## src/rtl/fifo_wr_arbiter.sv

```systemverilog
// Round-robin write-port arbiter for the 8-bit sync FIFO, with bursts of up to MAX_BURST words.
// Optional full-stall counter enabled by defining FIFO_ARB_STALL_CNT_EN.
module fifo_wr_arbiter #(
    parameter int N_REQ = 4,
    parameter int DATA_W = 8,
    parameter int MAX_BURST = 4,
    localparam int OWN_W = $clog2(N_REQ)
) (
    input  logic                    clk,
    input  logic                    rst,
    input  logic [N_REQ-1:0]        req,
    input  logic [N_REQ*DATA_W-1:0] wdata_in,
    output logic [N_REQ-1:0]        ack,
    input  logic                    full,
    output logic                    wr_en,
    output logic [DATA_W-1:0]       wdata,
    output logic [OWN_W-1:0]        owner,
    output logic                    busy,
    output logic [15:0]             stall_cnt
);

    typedef enum logic {IDLE, BURST} state_t;

    state_t           state;
    logic [OWN_W-1:0] rr_ptr;
    logic [7:0]       cnt;
    logic             found;
    logic [OWN_W-1:0] win;

    function automatic logic [OWN_W-1:0] next_idx(input logic [OWN_W-1:0] i);
        if (i == OWN_W'(N_REQ - 1))
            return '0;
        return i + 1'b1;
    endfunction

    // First requester at or after rr_ptr, wrapping at N_REQ-1
    always_comb begin
        int               idx;
        logic [OWN_W-1:0] sel;
        found = 1'b0;
        win   = rr_ptr;
        idx   = 0;
        sel   = '0;
        for (int k = 0; k < N_REQ; k++) begin
            idx = int'(rr_ptr) + k;
            if (idx >= N_REQ)
                idx = idx - N_REQ;
            sel = OWN_W'(idx);
            if (!found && req[sel]) begin
                found = 1'b1;
                win   = sel;
            end
        end
    end

    // Zero-latency grant: never while full, never in reset
    always_comb begin
        ack = '0;
        if (!rst && !full) begin
            if (state == IDLE) begin
                if (found)
                    ack[win] = 1'b1;
            end else if (req[owner]) begin
                ack[owner] = 1'b1;
            end
        end
    end

    // Steer the acked producer's word onto the FIFO port
    always_comb begin
        wdata = '0;
        for (int i = 0; i < N_REQ; i++) begin
            if (ack[i])
                wdata = wdata_in[i*DATA_W +: DATA_W];
        end
    end

    assign wr_en = |ack;
    assign busy  = (state == BURST);

    // Ownership FSM: grant in IDLE, hold the lock through BURST
    always_ff @(posedge clk or posedge rst) begin
        if (rst) begin
            state  <= IDLE;
            rr_ptr <= '0;
            owner  <= '0;
            cnt    <= '0;
        end else begin
            unique case (state)
                IDLE: begin
                    if (found && !full) begin
                        owner <= win;
                        if (MAX_BURST == 1) begin
                            rr_ptr <= next_idx(win);
                        end else begin
                            state <= BURST;
                            cnt   <= 8'd1;
                        end
                    end
                end
                BURST: begin
                    if (req[owner]) begin
                        if (!full) begin
                            if (cnt + 8'd1 == 8'(MAX_BURST)) begin
                                state  <= IDLE;
                                rr_ptr <= next_idx(owner);
                                cnt    <= '0;
                            end else begin
                                cnt <= cnt + 8'd1;
                            end
                        end
                    end else begin
                        state  <= IDLE;
                        rr_ptr <= next_idx(owner);
                        cnt    <= '0;
                    end
                end
                default: state <= IDLE;
            endcase
        end
    end

`ifdef FIFO_ARB_STALL_CNT_EN
    logic [15:0] stall_q;

    // Count cycles where someone wants to write but the FIFO is full
    always_ff @(posedge clk or posedge rst) begin
        if (rst)
            stall_q <= '0;
        else if (full && (|req) && (stall_q != 16'hFFFF))
            stall_q <= stall_q + 16'd1;
    end

    assign stall_cnt = stall_q;
`else
    assign stall_cnt = 16'h0000;
`endif

endmodule

```

## config.mk

```make
export PLATFORM = sky130hd
export DESIGN_NAME = fifo_wr_arbiter
export DESIGN_NICKNAME = d
export VERILOG_FILES = /design/src/rtl/fifo_wr_arbiter.sv
export SDC_FILE = /design/constraint.sdc
export NUM_CORES = 1
export LEC_CHECK = 0
export BUFFER_PORTS_ARGS = -buffer_cell sky130_fd_sc_hd__buf_2
export CAP_MARGIN = 0
export CORE_MARGIN = 2
export CORE_UTILIZATION = 30
export DETAILED_ROUTE_END_ITERATION = 7
export PLACE_DENSITY = 0.6
export REMOVE_ABC_BUFFERS = 1
export SETUP_SLACK_MARGIN = 0.02
export SYNTH_ARGS = -nofsm -noshare
export SYNTH_HDL_FRONTEND = slang
export SYNTH_SLANG_ARGS = --single-unit
export TNS_END_PERCENT = 10
```

## constraint.sdc

```tcl
create_clock -name clk -period 4.6 [get_ports clk]
set_clock_uncertainty 0.2 [all_clocks]
set_input_delay 0.92 -clock clk [delete_from_list [all_inputs] [get_ports clk]]
set_output_delay 0.92 -clock clk [all_outputs]
set_load 0.01 [all_outputs]
```

==> out/summary.md, run 1 <==
The later pin in the worst-skew pair is clocked with a latency of 0.24 ns. For the overall die area, the log shows 0.00507 sq mm. The worst setup path is launched from an input port. Data arrives at the worst endpoint at 3.06 ns. The floorplan step set the die width to 71.2 microns. The number of hold-repair buffers added at the cts stage was 0.

In this run the worst setup path begins at req[3]. Cells with a size suffix above 1 make up 30.9% of the layout. The vertical die dimension was 71.2 microns. The tools report the half-perimeter wire length after detailed placement as 2710 microns. The tools report the proportion of power drawn by the clock network as 14.9%. Clock-pin slew was measured on the worst setup and hold paths at 0.06 ns. Of the available clock period, the critical path in the final layout requires 90.9%. The logs give 3420 microns for the aggregate routed wire length and 0.00161 sq mm for the placement-stage cell area.

Max-cap violations in this run came to 0. In the routed design, unresolved DRC markers number 0. The logs give 0.378 mW for the internal portion of total power and 41 for the number of different library cells in the post-synthesis netlist.

The share of the synthesized area in the top cell type works out to 24.0%. In the final routed layout, each cell accounts on average for 12.4 microns. After technology mapping, the gate count stands at 169.

The area growth from synthesis to layout is 22.2%, and the share of flip-flops with an asynchronous set or reset after synthesis is 100%. Once the floorplan was initialized, standard cells occupied 31.1% of the core. Number of antenna violations at the first check in global routing: 0. Dividing the synthesized area by the synthesized cell count gives 8.02 sq um. In this run the standard cell core region covers 0.00435 sq mm. The remaining antenna violation count after routing was 0; the residual overflow from global routing was 0.

The net load switching power was 0.316 mW; the worst voltage drop across the vdd grid was 0.226 mV. After synthesis, the cell types taking the most area are sky130_fd_sc_hd__dfrtp_1 24%, sky130_fd_sc_hd__buf_4 9.4%, sky130_fd_sc_hd__a32o_1 8.1%, sky130_fd_sc_hd__o21ai_0 8.1%, sky130_fd_sc_hd__mux2i_1 6.6%. The worst path in the final design needs a cycle of 4.18 ns, including I/O delays and setup. In this run, the combinational gates consume 56.3% of the power. Measured in cells, the most critical reg-to-reg path has a length of 7.

The logs give 1262 for the via count of the first global-routing pass and 13.6% for the all-layer global routing usage. The run gives 1355 as the via count of the routed design. For this run, the number of standard cells in the final layout without fillers is 275.

The clock net in this run drives a total of 13 sinks. Entering global routing, the biggest net connects 19 pins. The tools report the number of nets in the layout as 268. The tools report the root buffer selected by CTS as sky130_fd_sc_hd__clkbuf_8. The startpoint identified for the worst register-to-register timing path is cnt[2]$_DFFE_PP0P_. Setup violations remaining at the end of the flow were counted as 0. The first global-routing pass estimated 5680 microns of wire. The logs give 0 for the post-cts repair resize count and 0 for the number of slew-limit violations in the final report.

For the detailed-router iteration count before antenna repair, the log shows 4. TritonCTS built the clock tree. The run gives 239 MHz as the maximum clock rate.

Net switching is 45.5% of the power. After routing, the total negative slack on setup checks comes to 0 ns. Power spread over the standard cell area amounts to 419 mW/mm^2. The logs give 1 for the maximum level of the CTS H-tree and 0 for the final hold violation count.

The start point of the worst min-delay path is cnt[6]$_DFFE_PP0P_. For this design the static power due to leakage is 0.855 nW. The largest total area in the synthesized netlist belongs to sky130_fd_sc_hd__dfrtp_1.

The violation count after the first detailed-routing iteration came out at 49. The min-delay analysis places its worst path in the category register to register. During synthesis, Yosys emitted a total of 0 warnings.

After global routing, the most crowded layer is met2. In this run the worst path has a maximum fanout of 9. At the worst endpoint, the required time is 3.48 ns. The number of synthesized register bits is 13. Met3 demand-to-capacity share in global routing: 2.99%. The critical path is of the input port to output port type.

Once layout is done, the placed cells without fillers occupy 0.00166 sq mm. The number of instances on the worst hold path is 1, and the total inserted antenna cells is 0. The largest buffer count on any clock path is 2.

After clock tree synthesis, the setup repair step added 0 buffers. The final standard cell utilization of the core came out at 38.0%. Setup repair after global routing left no endpoint under its margin.

The congestion estimate from routability-driven global placement came to 0.809. The per-cell via count in the routed design works out to 4.93. The fraction of power consumed by sequential logic is 28.8%. The tools report the met2 demand-to-capacity share in global routing as 24.4%. The worst pin sits at a relative slew slack of 64.6%. The flow ran to the end, and the final reports show no timing, DRC or antenna violations.

The floorplan has 24 rows. The number of top-level design ports is 71, and the number of enable-type register cells in the synthesized netlist is 0. For met1 alone, demand over resource in global routing was 16.7%. Portion of the post-synthesis area used by sequential elements: 24.0%. Buffers placed on the I/O ports in this run total 54. Leaving out fill and tap cells, the most frequent cells in the layout are 54 x sky130_fd_sc_hd__buf_2, 22 x sky130_fd_sc_hd__nand2_1, 22 x sky130_fd_sc_hd__o21ai_0. The most common library cell in the layout ignoring fill and taps is sky130_fd_sc_hd__buf_2. For the pin with the worst max-slew slack, the measured transition is 0.530 ns.

The tools report the post-synth design cell area as 0.00136 sq mm. The setup check on the worst reg-to-reg path leaves a slack of 2.38 ns. For the number of placed cells counting well taps, the log shows 271. The number of clock buffers added by TritonCTS is 3. In the synthesized netlist the dominant register cell turns out to be sky130_fd_sc_hd__dfrtp_1.

The sort of element at the end of the critical path is an output port.
## logic make-up (layout without fill, tap and decap cells)
logic type                 count (synthesis)  count (layout)  share of synthesized area, %
xor gates and xnor gates                   2               2                          1.29
adders and majority gates                  5               5                          4.62
other                                      1              16                         0.277
and+or+nand+nor                           62              62                          22.7
DFF                                       13              13                          24.0
buffers and inverters                     28              67                          13.1
AOI/OAI and AO/OA                         46              46                          24.0
muxes                                     12              12                          9.97
## worst max-delay path, cell delays in order
cell and delay [ns]:
sky130_fd_sc_hd__buf_2 0.14, sky130_fd_sc_hd__mux4_2 0.51, sky130_fd_sc_hd__nand2_1 0.28, sky130_fd_sc_hd__o22ai_1 0.14
sky130_fd_sc_hd__nor2_1 0.44, sky130_fd_sc_hd__a32o_1 0.25, sky130_fd_sc_hd__mux2i_1 0.07, sky130_fd_sc_hd__o21ai_0 0.16
sky130_fd_sc_hd__buf_2 0.16
## per-stage QoR
step	hold WS, ns	total power, mW	worst slack, ns
after floorplan	0.268	0.464	0.683
after global placement	0.312	0.590	0.496
after detailed placement	0.309	0.593	0.457
after CTS	0.319	0.698	0.445
after global routing	0.348	0.763	0.210
final	0.315	0.693	0.419
## synthesized netlist by cell type (2+ instances only)
cell	number
sky130_fd_sc_hd__o31ai_1	2
sky130_fd_sc_hd__a21oi_1	4
sky130_fd_sc_hd__mux2i_1	9
sky130_fd_sc_hd__a32o_1	11
sky130_fd_sc_hd__o21ai_0	22
sky130_fd_sc_hd__nand3_1	4
sky130_fd_sc_hd__nor3_1	4
sky130_fd_sc_hd__nor2_1	13
sky130_fd_sc_hd__nand2b_1	3
sky130_fd_sc_hd__mux2_2	2
sky130_fd_sc_hd__dfrtp_1	13
sky130_fd_sc_hd__inv_1	6
sky130_fd_sc_hd__buf_4	17
sky130_fd_sc_hd__and2_4	2
sky130_fd_sc_hd__clkbuf_1	2
sky130_fd_sc_hd__nand2_1	22
sky130_fd_sc_hd__or4_1	2
sky130_fd_sc_hd__ha_1	5
sky130_fd_sc_hd__nor2b_1	4
## path summary, 6_finish.rpt
path	endpoint
max	wdata[2]
min	cnt[6]$_DFFE_PP0P_
max reg2reg	rr_ptr[0]$_DFFE_PP0P_
min reg2reg	cnt[6]$_DFFE_PP0P_
max in group asynchronous	rr_ptr[1]$_DFFE_PP0P_
min in group asynchronous	cnt[2]$_DFFE_PP0P_
## power by group through the flow
stage                     Clock (mW)  Sequential, mW  Combinational [mW]
final                          0.103           0.200               0.390
after global routing           0.111           0.208               0.444
after CTS                      0.106           0.199               0.393
after detailed placement           0           0.201               0.392
after global placement             0           0.200               0.390
after floorplan                    0           0.194               0.270
## metal layers
layer / share of wire (%) / up-vias
met2: 52 / 24
met4: 0.44 / 0
met5: 0 / -
met3: 3.3 / 2
li1: - / 684
met1: 44 / 645
## area by class of cell
class	instances	area, sq um
clock buffers	4	45.0
fillers	467	2700
repair buffers	56	285
flip-flops and latches	13	325
multi-input cells	143	908
well taps	52	65.1
inverters	7	26.3
## state kept, by name, indices dropped and copies added, names as in the netlist
signal / cells
cnt: 8
owner: 2
rr_ptr: 2
busy: 1
Note: power is estimated with default switching activity, not from simulation.
==> run 2: changes to the inputs <==
Settings changed: BUFFER_PORTS_ARGS -buffer_cell sky130_fd_sc_hd__buf_2 to -buffer_cell sky130_fd_sc_hd__clkbuf_2, CELL_PAD_IN_SITES_DETAIL_PLACEMENT set to 0, CELL_PAD_IN_SITES_GLOBAL_PLACEMENT set to 1, PLACE_DENSITY 0.6 to 0.8, RECOVER_POWER set to 50.
==> run 2 against run 1 <==
Non-clock buffer count unchanged. Flip-flop and latch count did not move. Power down 0.85%. Sequential power barely moved. Wire length fell by 7.5%. Fmax down 0.76%. Worst hold slack improved by 0.0042 ns.
==> out/summary.md, run 2 (synthesized netlist as in run 1, its figures left out) <==
The logs give 0.00507 sq mm (unchanged) for the overall die area and 268 (unchanged) for the number of nets in the layout. The number of slew-limit violations in the final report came out at 0 (unchanged). Setup repair after global routing left no endpoint under its margin.

For the count of clock tree sinks, the log shows 13 (unchanged). The violation count after the first detailed-routing iteration is 65 (+33%). The worst-case reg-to-reg path depth was 7 (unchanged). The count of input and output buffers was 54 (unchanged). The number of failing setup endpoints in the final timing report is 0 (unchanged), and the width of the die is 71.2 microns (unchanged). The run finished with clean final reports.

The startpoint of the lowest-slack register-to-register path was cnt[0]$_DFFE_PP0P_. The aggregate routed wire length is 3170 microns (-7.5%). The run gives 0.00161 sq mm (unchanged) as the placement-stage cell area. The routed wirelength normalized by instance count is 11.5 microns (-7.5%), and the pin count of the biggest net entering global routing is 19 (unchanged). The tools report the arrival time at the worst endpoint as 3.09 ns (+0.03 ns). The start point of the critical path was req[0]. The clock transition at the register clock pins on the worst setup and hold paths after CTS is 0.06 ns (about the same). The logs give 0 ns (unchanged) for the setup TNS and 1185 (-6.1%) for the via count of the first global-routing pass. The starting density of the core came out at 31.1% (unchanged).

The maximum net fanout on the critical path came out at 9 (unchanged). The wire length of the first global-routing pass came out at 5280 microns (-7.0%). Remaining antenna violation count after routing: 0 (unchanged).

In the layout the commonest cells are 49 x sky130_fd_sc_hd__clkbuf_2, 22 x sky130_fd_sc_hd__nand2_1, 22 x sky130_fd_sc_hd__o21ai_0. The startpoint-to-endpoint class of the critical path was input port to output port. For the via count of the routed design, the log shows 1347 (-0.59%). The number of hold-repair buffers added at the cts stage came out at 0 (unchanged).

The final period utilization was 91.6% (+0.70 points). The number of top-level design ports is 71 (unchanged), and the placer's final routability congestion estimate is 0.744 (-8.0%). The critical path data required time is 3.48 ns (about the same), and the largest buffer count on any clock path is 2 (unchanged). The power density of the placed cells was 418 mW/mm^2 (-0.17%); the fraction of layout cells with a size suffix above 1 was 28.7% (-2.2 points). Max capacitance violation total: 0 (unchanged).

The tools report the residual overflow from global routing as 0 (unchanged). STA classifies the critical path endpoint as an output port. The worst slew margin relative to its limit is 65.7% (+1.1 points), and the final instance area is 0.00164 sq mm (-0.68%). The number of non-filler instances in the completed layout is 275 (unchanged).

The final hold violation count was 0 (unchanged). The half-perimeter wire length after detailed placement came out at 2570 microns (-5.3%). The core region area is 0.00435 sq mm (unchanged).

The maximum level of the CTS H-tree was 1 (unchanged); the clock network latency to the later pin of the worst-skew pair was 0.25 ns (about the same). Root buffer selected by CTS: sky130_fd_sc_hd__clkbuf_8. The number of antenna violations at the first check in global routing came out at 0 (unchanged). Relative to the synthesized area, the layout overhead comes to 21.3%. The detailed-router iteration count before antenna repair was 4 (unchanged); the all-layer global routing usage was 12.6% (-1.0 points). The largest registers in the layout are cnt: 8 flops, owner: 2 flops, rr_ptr: 2 flops. For the buffers inserted during post-CTS setup optimization, the log shows 0 (unchanged). The kind of path behind the tightest hold check is register to register. Minimum setup slack among reg-to-reg paths: 2.39 ns (about the same). The total power is 0.687 mW (-0.85%), and the total inserted antenna cells is 0 (unchanged). Counting flops per register, the top entry is cnt.

The per-cell via count in the routed design is 4.90 (-0.59%), and the post-cts repair resize count is 0 (unchanged). The minimum period implied by the final worst setup slack works out to 4.21 ns (+0.0321 ns). The library cell used most frequently in the layout, excluding fill and tap cells, is sky130_fd_sc_hd__clkbuf_2. The standard-cell row count is 24 (unchanged), and the worst voltage drop across the vdd grid is 0.144 mV (-36%). Post-route DRC violation count: 0 (unchanged). TritonCTS built the clock tree. The worst setup path is launched from an input port. The run gives 0.840 nW (-1.8%) as the cell leakage power. Start point of the worst min-delay path: cnt[6]$_DFFE_PP0P_.

In this run the worst setup path terminates at wdata[5]. The run gives 271 (unchanged) as the number of placed cells counting well taps. The worst register-to-register path ends at rr_ptr[0]$_DFFE_PP0P_. The flip-flop count of the largest register, all copies and words added is 8 (unchanged), and the measured slew at the worst slew-check pin is 0.513 ns (-0.0168 ns).

The vertical die dimension was 71.2 microns (unchanged); the pre-CTS setup slack was 0.383 ns (-0.0745 ns). The final worst-path setup slack was 0.387 ns (-0.0321 ns). The clock buffer count from CTS was 3 (unchanged); the maximum clock rate was 237 MHz (-0.76%).
[run 2: worst min path at each step]
stage / depth (start not counted) / end / slack, ns
finish: 1 / cnt[6]$_DFFE_PP0P_ / 0.32
global route: 1 / cnt[6]$_DFFE_PP0P_ / 0.37
CTS: 1 / cnt[6]$_DFFE_PP0P_ / 0.32
detailed placement: 1 / cnt[6]$_DFFE_PP0P_ / 0.31
global placement: 1 / cnt[6]$_DFFE_PP0P_ / 0.31
floorplan: 1 / cnt[6]$_DFFE_PP0P_ / 0.27
[run 2: power breakdown]
part	total, mW	switching (mW)	internal, mW
sequential	0.202	0.0553	0.147
combinational	0.382	0.218	0.164
clock	0.103	0.0428	0.0599
[run 2: area by class of cell]
cell class	instances	area, sq um
timing repair buffer	56	279
inverter	7	26.3
multi-input combinational	143	902
fill	456	2710
sequential	13	325
clock buffer	3	41.3
clock inverter	1	5.00
tap	52	65.1
[run 2: per-stage QoR]
stage / hold slack [ns] / utilization (%)
floorplan: 0.268 / -
global placement: 0.306 / 37.0
detailed placement: 0.314 / 37.0
CTS: 0.320 / 38.0
global route: 0.369 / 37.8
finish: 0.319 / 37.8
[run 2: routing by layer]
metal | GRT usage, % | up-vias | share of wire (%)
li1 | - | 690 | -
met1 | 18.4 | 602 | 47
met5 | 0 | - | 0
met3 | 1.42 | 5 | 5.6
met4 | 3.77 | 0 | 1.1
met2 | 19.4 | 50 | 46
[run 2: worst max-delay path, stage by stage]
cell	delay, ns
sky130_fd_sc_hd__clkbuf_1	0.15
sky130_fd_sc_hd__mux4_2	0.52
sky130_fd_sc_hd__nand2_1	0.29
sky130_fd_sc_hd__o22ai_1	0.14
sky130_fd_sc_hd__nor2_1	0.43
sky130_fd_sc_hd__a32o_1	0.23
sky130_fd_sc_hd__mux2i_1	0.06
sky130_fd_sc_hd__o21ai_0	0.17
sky130_fd_sc_hd__clkbuf_2	0.16
